==> src/rtl/lsu_subword_if.sv <==
// Core-side request/handshake and data-memory port of the subword load/store unit.
// Latency: none (wires only).
// Backpressure: req_ready_o toward the core, mem_ready_i from memory.
//
// Ports (all from the LSU's point of view, slave modport):
//   core side   : req_valid_i, req_ready_o, is_load_i, is_store_i, funct3_i,
//                 base_addr_i, offset_i, store_data_i, load_data_o, done_o,
//                 err_o, err_code_o
//   memory side : mem_addr_o, mem_wdata_o, mem_wstrb_o, mem_valid_o,
//                 mem_ready_i, mem_rdata_i
interface lsu_subword_if #(
  parameter int ADDR_W = 32
) ();
  logic              req_valid_i;
  logic              req_ready_o;
  logic              is_load_i;
  logic              is_store_i;
  logic [2:0]        funct3_i;
  logic [ADDR_W-1:0] base_addr_i;
  logic [ADDR_W-1:0] offset_i;
  logic [31:0]       store_data_i;
  logic [ADDR_W-1:0] mem_addr_o;
  logic [31:0]       mem_wdata_o;
  logic [3:0]        mem_wstrb_o;
  logic              mem_valid_o;
  logic              mem_ready_i;
  logic [31:0]       mem_rdata_i;
  logic [31:0]       load_data_o;
  logic              done_o;
  logic              err_o;
  logic [1:0]        err_code_o;

  // The LSU itself.
  modport slave (
    input  req_valid_i, is_load_i, is_store_i, funct3_i, base_addr_i, offset_i,
           store_data_i, mem_ready_i, mem_rdata_i,
    output req_ready_o, mem_addr_o, mem_wdata_o, mem_wstrb_o, mem_valid_o,
           load_data_o, done_o, err_o, err_code_o
  );

  // Whoever drives the core request and models the memory.
  modport master (
    output req_valid_i, is_load_i, is_store_i, funct3_i, base_addr_i, offset_i,
           store_data_i, mem_ready_i, mem_rdata_i,
    input  req_ready_o, mem_addr_o, mem_wdata_o, mem_wstrb_o, mem_valid_o,
           load_data_o, done_o, err_o, err_code_o
  );
endinterface

==> src/rtl/lsu_subword.sv <==
// RV32 subword load/store unit: LB/LH/LW/LBU/LHU/SB/SH/SW with strobes, extension, alignment checks.
// Latency: done_o 2 cycles after accept when memory is ready at once; err_o 1 cycle after accept.
// Backpressure: req_ready_o only in IDLE; waits on mem_ready_i, aborting after TIMEOUT cycles (0 = never).
//
// Ports:
//   clk_i  rising-edge clock
//   rst_i  synchronous active-high reset; aborts any operation in flight
//   bus    lsu_subword_if.slave (core request, result/status, memory port)
module lsu_subword #(
  parameter int ADDR_W  = 32,
  parameter int TIMEOUT = 255
) (
  input  logic         clk_i,
  input  logic         rst_i,
  lsu_subword_if.slave bus
);

  localparam int CNT_W = (TIMEOUT > 1) ? $clog2(TIMEOUT) : 1;
  localparam logic [CNT_W-1:0] CNT_LAST = CNT_W'(TIMEOUT - 1);

  localparam logic [1:0] ERR_MISALIGN = 2'b01;
  localparam logic [1:0] ERR_TIMEOUT  = 2'b10;
  localparam logic [1:0] ERR_ILLEGAL  = 2'b11;

  typedef enum logic [1:0] {
    IDLE   = 2'd0,
    ACCESS = 2'd1,
    DONE   = 2'd2,
    ERR    = 2'd3
  } state_t;

  state_t            state;
  logic [CNT_W-1:0]  cnt;
  logic              op_load;
  logic [2:0]        op_funct3;
  logic [1:0]        op_lane;

  // Request decode, only meaningful in the accepting cycle.
  logic [ADDR_W-1:0] ea;
  logic              illegal;
  logic              misaligned;
  logic [31:0]       st_wdata;
  logic [3:0]        st_wstrb;

  assign ea = bus.base_addr_i + bus.offset_i;
  assign bus.req_ready_o = (state == IDLE) && !rst_i;

  always_comb begin
    illegal = 1'b0;
    if (bus.is_load_i == bus.is_store_i) begin
      illegal = 1'b1;
    end else if (bus.is_load_i) begin
      illegal = !(bus.funct3_i inside {3'b000, 3'b001, 3'b010, 3'b100, 3'b101});
    end else begin
      illegal = !(bus.funct3_i inside {3'b000, 3'b001, 3'b010});
    end
  end

  // funct3[1:0] is the access size for both signed and unsigned variants.
  always_comb begin
    misaligned = 1'b0;
    case (bus.funct3_i[1:0])
      2'b01:   misaligned = ea[0];
      2'b10:   misaligned = |ea[1:0];
      default: misaligned = 1'b0;
    endcase
  end

  // Lane replication means memory can pick the bytes purely from the strobes.
  always_comb begin
    st_wdata = 32'h0;
    st_wstrb = 4'b0000;
    if (bus.is_store_i) begin
      case (bus.funct3_i[1:0])
        2'b00: begin
          st_wdata = {4{bus.store_data_i[7:0]}};
          st_wstrb = 4'b0001 << ea[1:0];
        end
        2'b01: begin
          st_wdata = {2{bus.store_data_i[15:0]}};
          st_wstrb = 4'b0011 << ea[1:0];
        end
        default: begin
          st_wdata = bus.store_data_i;
          st_wstrb = 4'b1111;
        end
      endcase
    end
  end

  function automatic logic [31:0] load_extend(input logic [2:0] f3,
                                              input logic [1:0] lane,
                                              input logic [31:0] word);
    logic [7:0]  b;
    logic [15:0] h;
    b = 8'(word >> {lane, 3'b000});
    h = lane[1] ? word[31:16] : word[15:0];
    case (f3)
      3'b000:  return {{24{b[7]}}, b};
      3'b001:  return {{16{h[15]}}, h};
      3'b100:  return {24'h0, b};
      3'b101:  return {16'h0, h};
      default: return word;
    endcase
  endfunction

  always_ff @(posedge clk_i) begin
    if (rst_i) begin
      state           <= IDLE;
      cnt             <= '0;
      op_load         <= 1'b0;
      op_funct3       <= 3'b000;
      op_lane         <= 2'b00;
      bus.mem_addr_o  <= '0;
      bus.mem_wdata_o <= 32'h0;
      bus.mem_wstrb_o <= 4'b0000;
      bus.mem_valid_o <= 1'b0;
      bus.load_data_o <= 32'h0;
      bus.done_o      <= 1'b0;
      bus.err_o       <= 1'b0;
      bus.err_code_o  <= 2'b00;
    end else begin
      bus.done_o <= 1'b0;
      bus.err_o  <= 1'b0;
      case (state)
        IDLE: begin
          if (bus.req_valid_i) begin
            cnt       <= '0;
            op_load   <= bus.is_load_i;
            op_funct3 <= bus.funct3_i;
            op_lane   <= ea[1:0];
            if (illegal) begin
              state          <= ERR;
              bus.err_o      <= 1'b1;
              bus.err_code_o <= ERR_ILLEGAL;
            end else if (misaligned) begin
              state          <= ERR;
              bus.err_o      <= 1'b1;
              bus.err_code_o <= ERR_MISALIGN;
            end else begin
              state           <= ACCESS;
              bus.mem_valid_o <= 1'b1;
              bus.mem_addr_o  <= {ea[ADDR_W-1:2], 2'b00};
              bus.mem_wdata_o <= st_wdata;
              bus.mem_wstrb_o <= st_wstrb;
            end
          end
        end
        ACCESS: begin
          // Ready is checked before the timeout so a last-cycle response still completes.
          if (bus.mem_ready_i) begin
            state           <= DONE;
            bus.done_o      <= 1'b1;
            bus.mem_valid_o <= 1'b0;
            bus.mem_addr_o  <= '0;
            bus.mem_wdata_o <= 32'h0;
            bus.mem_wstrb_o <= 4'b0000;
            if (op_load) begin
              bus.load_data_o <= load_extend(op_funct3, op_lane, bus.mem_rdata_i);
            end
          end else if ((TIMEOUT != 0) && (cnt == CNT_LAST)) begin
            state           <= ERR;
            bus.err_o       <= 1'b1;
            bus.err_code_o  <= ERR_TIMEOUT;
            bus.mem_valid_o <= 1'b0;
            bus.mem_addr_o  <= '0;
            bus.mem_wdata_o <= 32'h0;
            bus.mem_wstrb_o <= 4'b0000;
          end else begin
            cnt <= cnt + CNT_W'(1);
          end
        end
        DONE:    state <= IDLE;
        ERR:     state <= IDLE;
        default: state <= IDLE;
      endcase
    end
  end

endmodule

==> src/flat_wrapper.sv <==
// flat-port wrapper written by rule: the top's interface ports become plain ports
module lsu_subword_flat 
#(
  parameter int ADDR_W  = 32,
  parameter int TIMEOUT = 255
)
  (clk_i, rst_i, bus_req_valid_i, bus_is_load_i, bus_is_store_i, bus_funct3_i, bus_base_addr_i, bus_offset_i, bus_store_data_i, bus_mem_ready_i, bus_mem_rdata_i, bus_req_ready_o, bus_mem_addr_o, bus_mem_wdata_o, bus_mem_wstrb_o, bus_mem_valid_o, bus_load_data_o, bus_done_o, bus_err_o, bus_err_code_o);
  lsu_subword_if #(.ADDR_W(ADDR_W)) bus_i ();
  input  logic clk_i;
  input  logic rst_i;
  input wire logic [$bits(bus_i.req_valid_i)-1:0] bus_req_valid_i;
  input wire logic [$bits(bus_i.is_load_i)-1:0] bus_is_load_i;
  input wire logic [$bits(bus_i.is_store_i)-1:0] bus_is_store_i;
  input wire logic [$bits(bus_i.funct3_i)-1:0] bus_funct3_i;
  input wire logic [$bits(bus_i.base_addr_i)-1:0] bus_base_addr_i;
  input wire logic [$bits(bus_i.offset_i)-1:0] bus_offset_i;
  input wire logic [$bits(bus_i.store_data_i)-1:0] bus_store_data_i;
  input wire logic [$bits(bus_i.mem_ready_i)-1:0] bus_mem_ready_i;
  input wire logic [$bits(bus_i.mem_rdata_i)-1:0] bus_mem_rdata_i;
  output wire logic [$bits(bus_i.req_ready_o)-1:0] bus_req_ready_o;
  output wire logic [$bits(bus_i.mem_addr_o)-1:0] bus_mem_addr_o;
  output wire logic [$bits(bus_i.mem_wdata_o)-1:0] bus_mem_wdata_o;
  output wire logic [$bits(bus_i.mem_wstrb_o)-1:0] bus_mem_wstrb_o;
  output wire logic [$bits(bus_i.mem_valid_o)-1:0] bus_mem_valid_o;
  output wire logic [$bits(bus_i.load_data_o)-1:0] bus_load_data_o;
  output wire logic [$bits(bus_i.done_o)-1:0] bus_done_o;
  output wire logic [$bits(bus_i.err_o)-1:0] bus_err_o;
  output wire logic [$bits(bus_i.err_code_o)-1:0] bus_err_code_o;
  assign bus_i.req_valid_i = bus_req_valid_i;
  assign bus_i.is_load_i = bus_is_load_i;
  assign bus_i.is_store_i = bus_is_store_i;
  assign bus_i.funct3_i = bus_funct3_i;
  assign bus_i.base_addr_i = bus_base_addr_i;
  assign bus_i.offset_i = bus_offset_i;
  assign bus_i.store_data_i = bus_store_data_i;
  assign bus_i.mem_ready_i = bus_mem_ready_i;
  assign bus_i.mem_rdata_i = bus_mem_rdata_i;
  assign bus_req_ready_o = bus_i.req_ready_o;
  assign bus_mem_addr_o = bus_i.mem_addr_o;
  assign bus_mem_wdata_o = bus_i.mem_wdata_o;
  assign bus_mem_wstrb_o = bus_i.mem_wstrb_o;
  assign bus_mem_valid_o = bus_i.mem_valid_o;
  assign bus_load_data_o = bus_i.load_data_o;
  assign bus_done_o = bus_i.done_o;
  assign bus_err_o = bus_i.err_o;
  assign bus_err_code_o = bus_i.err_code_o;
  lsu_subword #(.ADDR_W(ADDR_W), .TIMEOUT(TIMEOUT)) u_core (.clk_i(clk_i), .rst_i(rst_i), .bus(bus_i));
endmodule
==> config.mk <==
export PLATFORM = sky130hd
export DESIGN_NAME = lsu_subword_flat
export DESIGN_NICKNAME = d
export VERILOG_FILES = /design/src/rtl/lsu_subword_if.sv /design/src/rtl/lsu_subword.sv /design/src/flat_wrapper.sv
export SDC_FILE = /design/constraint.sdc
export NUM_CORES = 1
export LEC_CHECK = 0
export ABC_AREA = 1
export BUFFER_PORTS_ARGS = -buffer_cell sky130_fd_sc_hd__buf_2
export CORE_MARGIN = 2
export CORE_UTILIZATION = 49
export CTS_BUF_LIST = sky130_fd_sc_hd__clkbuf_4 sky130_fd_sc_hd__clkbuf_8
export DETAILED_ROUTE_END_ITERATION = 10
export PLACE_DENSITY = 0.85
export REMOVE_ABC_BUFFERS = 1
export SETUP_SLACK_MARGIN = 0.2
export SLEW_MARGIN = 30
export SYNTH_ARGS = -nofsm -noshare
export SYNTH_HDL_FRONTEND = slang
export SYNTH_SLANG_ARGS = --single-unit
export TNS_END_PERCENT = 50
==> constraint.sdc <==
create_clock -name clk_i -period 1.78 [get_ports clk_i]
set_input_delay 0.178 -clock clk_i [delete_from_list [all_inputs] [get_ports clk_i]]
set_output_delay 0.178 -clock clk_i [all_outputs]
set_load 0.01 [all_outputs]
==> results.txt <==
The flow ran to the end, and the final reports show no timing, DRC or antenna violations. The mapped netlist covers 7930 sq um. On the final layout, the worst clock skew is 0.0132 ns.

The kind of launch point of the worst setup path is a flop. The number of hold violations in the final report came out at 0. Among all stages on the critical path, the largest delay is contributed by sky130_fd_sc_hd__dfxtp_4.

The maximum vdd ir drop was 0.466 mV. Count of final max-slew check failures: 0. The tools report the maximum clock frequency as 0.580 GHz. In this run the remaining antenna-violating nets after routing total 0.

Data on the critical path arrives at its endpoint at 2.11 ns. The final layout contains routed wiring with a total length of 27100 um. From synthesis to final layout, the design area changed by 39.1%. The run gives 0 ns as the sum of negative setup slack. The die is 131 um wide. The highest net fanout along the worst path was 6. The global-route usage over all layers was 28.4%; the sequential share of the synthesized area was 30.1%. The clock-pin slew of the registers on the worst-case setup and hold paths was 0.09 ns; the smallest hold slack was 0.0224 ns. The critical path data required time is 2.16 ns, and the global-route congestion overflow total is 0. The detailed placement HPWL is 18300 um, and the multiplexer share of the synthesized area is 1.14%.

The vertical die dimension was 131 um; the clock latency on the worst-skew pair was 0.45 ns. The run gives 1281 as the post-synthesis instance total. In this run the biggest area consumer among cell types represents 30.1% of the synthesized area. For the cell internal power dissipation, the log shows 5010 uW. In the layout the commonest cells are sky130_fd_sc_hd__nand2_1 (352), sky130_fd_sc_hd__buf_2 (240), sky130_fd_sc_hd__inv_1 (163).

For the via count of the first global-routing pass, the log shows 8596. Counting the buffers created by CTS gives 17. The first routing iteration left 624 violations. Kind of end point of the critical path: a flop. The count of inserted antenna diode cells is 0, and the H-tree level count is 4.

The part of the total power dissipated in the clock network came out at 30.2%. The maximum buffer depth of the clock tree came out at 2. Counting flops and latches in the post-synthesis netlist gives 119. Pin placement for this block handled 243 I/O pins.

The starting utilization of the core area was 50.1%. The most common cell after layout, fill and taps aside was sky130_fd_sc_hd__nand2_1. The count of unique library cells instantiated by Yosys came out at 44. The synthesized netlist devotes 34.9% of its cell area to simple gates. Setup repair after global routing could not meet its margin everywhere. The first-pass detailed-route iteration total was 5. Start point of the worst min-delay path: bus_store_data_i[3]. The switching part of the total power came out at 36.2%. The completed layout was analyzed and its total power is 7860 uW. The final weighted congestion of routability-driven global placement came out at 0.938.

The leading area contributor after synthesis is sky130_fd_sc_hd__dfxtp_1. The share of total power dissipated in combinational logic is 33.4%. The signal on the critical path passes through nand2_4 -> nor3_4 -> nand4_2 -> nand2_2 -> o21ai_4 -> nor2_4 -> buf_6 -> buf_6 -> nand3_1 -> a21oi_1. After floorplanning, the core was sized to cover 15800 sq um. Across the run, the number of max-cap violations was 0. In this run the mean area of a mapped cell was 6.19 sq um. In this run the tightest slew margin relative to its limit is 64.6%. The worst stage delay on the critical path works out to 0.37 ns. After Yosys synthesis, XOR and XNOR cells account for 0.663% of the synthesized area. Clock tree synthesis selected as its root buffer the cell sky130_fd_sc_hd__clkbuf_8. The site row count is 46, and the final design area excluding fillers is 11000 sq um. The die covers 17200 sq um. The per-cell via count in the routed design works out to 5.30. The run gives 0 as the initial antenna violation count. The vias after detailed routing is 9637. The synthesized netlist devotes 5.93% of its cell area to adder and majority cells.

The path class of the tightest hold or removal check is input pin to flop. The cell type with the highest occurrence count on the critical path was sky130_fd_sc_hd__buf_6. The net count of the finished layout is 1765.

The area fraction in compound gates after synthesis was 15.6%. The placed instances occupy a cell area of 9770 sq um. Transition time at the pin with the least slew margin: 0.530 ns.

For this design the static power due to leakage is 0.00571 uW. The proportion of layout cells with a drive suffix above 1 works out to 30.9%. In the post-synthesis netlist, the biggest area contributors are sky130_fd_sc_hd__dfxtp_1 (30%), sky130_fd_sc_hd__nand2_1 (18%), sky130_fd_sc_hd__a21oi_1 (8.6%). For this design, the sink count on the clock tree is 119.

Largest net degree at the start of global routing: 48. Count of input and output buffers: 240. Dividing the detail-routed wire length by the instance count gives 14.9 um.

The worst register-to-register path begins at u_core.cnt[4]. Dividing the final minimum period by the clock period gives 96.9%. Sequential cells account for 36.3% of the total power. The start-to-end type of the worst setup path was flop to flop. TritonCTS built the clock tree. Dividing total power by cell area gives a power density of 713 nW/um^2. During synthesis, Yosys emitted a total of 0 warnings. The start point of the critical path is u_core.cnt[4]. The logs give 0 for the number of remaining DRC errors and 1301 for the filler cell count.

The analysis attributes to net switching a power of 2850 uW. The global-route wire length before repair is 40600 um. The smallest clock period supported by the final layout is computed as 1.72 ns. The tools report the count of endpoints failing setup in the final report as 0. By area, the combinational part of the netlist is dominated by simple AND/OR/NAND/NOR gates.
through the flow:
step | util, % | worst slack (ns) | instances
floorplan | - | -1.44 | 1225
global placement | 61.7 | -0.418 | 1759
detailed placement | 61.7 | -0.491 | 1759
CTS | 65.2 | 0.122 | 1804
global route | 69.7 | -0.0371 | 1819
finish | 69.7 | 0.0558 | 1819
final timing paths:
path,slack [ns],cells past startpoint,to
setup reg to reg,0.06,10,u_core.bus.mem_wdata_o[14]
hold / removal,0.02,3,u_core.bus.mem_wdata_o[3]
setup / recovery,0.06,10,u_core.bus.mem_wdata_o[14]
hold reg to reg,0.47,2,u_core.bus.mem_addr_o[28]
registers in the layout (all words and copies together) (netlist names), 2 cells and up:
register and cells:
u_core.bus.load_data_o 32, u_core.bus.mem_wdata_o 32, u_core.bus.mem_addr_o 30, u_core.cnt 8, u_core.bus.mem_wstrb_o 4, u_core.op_funct3 3, u_core.bus.err_code_o 2, u_core.op_lane 2
u_core.state 2
synthesized netlist by cell type:
cell,instances
sky130_fd_sc_hd__nand2_2,2
sky130_fd_sc_hd__o21ai_2,1
sky130_fd_sc_hd__a21boi_0,8
sky130_fd_sc_hd__clkinv_1,1
sky130_fd_sc_hd__a31oi_1,1
sky130_fd_sc_hd__ha_1,36
sky130_fd_sc_hd__or2_1,1
sky130_fd_sc_hd__nand3b_1,5
sky130_fd_sc_hd__inv_2,5
sky130_fd_sc_hd__inv_1,163
sky130_fd_sc_hd__conb_1,1
sky130_fd_sc_hd__xor2_1,5
sky130_fd_sc_hd__nand3_2,1
sky130_fd_sc_hd__nand4_2,1
sky130_fd_sc_hd__o21ai_0,44
sky130_fd_sc_hd__buf_4,4
sky130_fd_sc_hd__or2_2,16
sky130_fd_sc_hd__nor2_4,1
sky130_fd_sc_hd__buf_6,7
sky130_fd_sc_hd__nor2_2,2
sky130_fd_sc_hd__and3_1,1
sky130_fd_sc_hd__a211oi_1,1
sky130_fd_sc_hd__nand2_1,386
sky130_fd_sc_hd__nand4_1,5
sky130_fd_sc_hd__a21o_1,1
sky130_fd_sc_hd__o21bai_1,2
sky130_fd_sc_hd__and2_1,1
sky130_fd_sc_hd__o21a_1,1
sky130_fd_sc_hd__mux2_2,8
sky130_fd_sc_hd__clkbuf_2,1
sky130_fd_sc_hd__o32ai_1,7
sky130_fd_sc_hd__o221ai_1,16
sky130_fd_sc_hd__nor3_1,32
sky130_fd_sc_hd__buf_2,8
sky130_fd_sc_hd__xnor2_1,1
sky130_fd_sc_hd__fa_1,1
sky130_fd_sc_hd__nor3_4,1
sky130_fd_sc_hd__nor2_1,113
sky130_fd_sc_hd__clkbuf_1,33
sky130_fd_sc_hd__dfxtp_1,119
sky130_fd_sc_hd__buf_1,4
sky130_fd_sc_hd__o21ai_1,3
sky130_fd_sc_hd__a21oi_1,137
sky130_fd_sc_hd__nand3_1,94
critical path: cells and delay by family (launching register included):
family / cells / cell delay [ns]
AND/OR/NAND/NOR: 6 / 0.71
AO/OA/AOI/OAI: 2 / 0.26
flip-flops: 1 / 0.37
buffers and inverters: 2 / 0.31
layout make-up:
type | count | area [sq um] | area share, %
multi-input combinational | 937 | 5050 | 45.8
sequential | 119 | 2390 | 21.7
timing repair buffer | 347 | 2300 | 20.9
inverter | 169 | 637 | 5.78
tap | 216 | 270 | 2.45
clock buffer | 18 | 248 | 2.25
clock inverter | 13 | 123 | 1.11
per-layer routing:
metal / GRT usage [%] / share of wire [%] / up-vias
met5: 0 / 0 / -
met4: 9.24 / 2.4 / 0
met3: 5.48 / 8.3 / 64
met2: 50.2 / 49 / 492
met1: 34.7 / 40 / 4325
li1: - / - / 4756
cells by family (layout without fill, tap and decap cells):
| kind of cell | after synthesis | in the layout |
|---|---|---|
| simple gates | 662 | 662 |
| buf+inv | 226 | 547 |
| fa+ha+maj | 37 | 37 |
| compound gates | 222 | 222 |
| flops | 119 | 119 |
| mux | 8 | 8 |
| xor+xnor | 6 | 6 |
| other cells | 1 | 2 |
power by group through the flow:
stage / Clock (uW) / Combinational [uW] / Sequential [uW]
2_1_floorplan: 0 / 1180 / 2960
3_3_place_gp: 0 / 2160 / 2900
3_5_place_dp: 0 / 2200 / 2900
4_1_cts: 2400 / 2270 / 2840
5_1_grt: 2540 / 2880 / 2870
6_report: 2380 / 2630 / 2860
what timing repair did:
item	in CTS	in global routing
endpoints found under the hold margin	5	1
pin swaps	10	46
gates cloned	2	11
endpoints found under the setup margin	73	104
hold buffers	5	1
resized for setup	13	109
buffers inserted	7	3
Note: power is estimated with default switching activity, not from simulation.
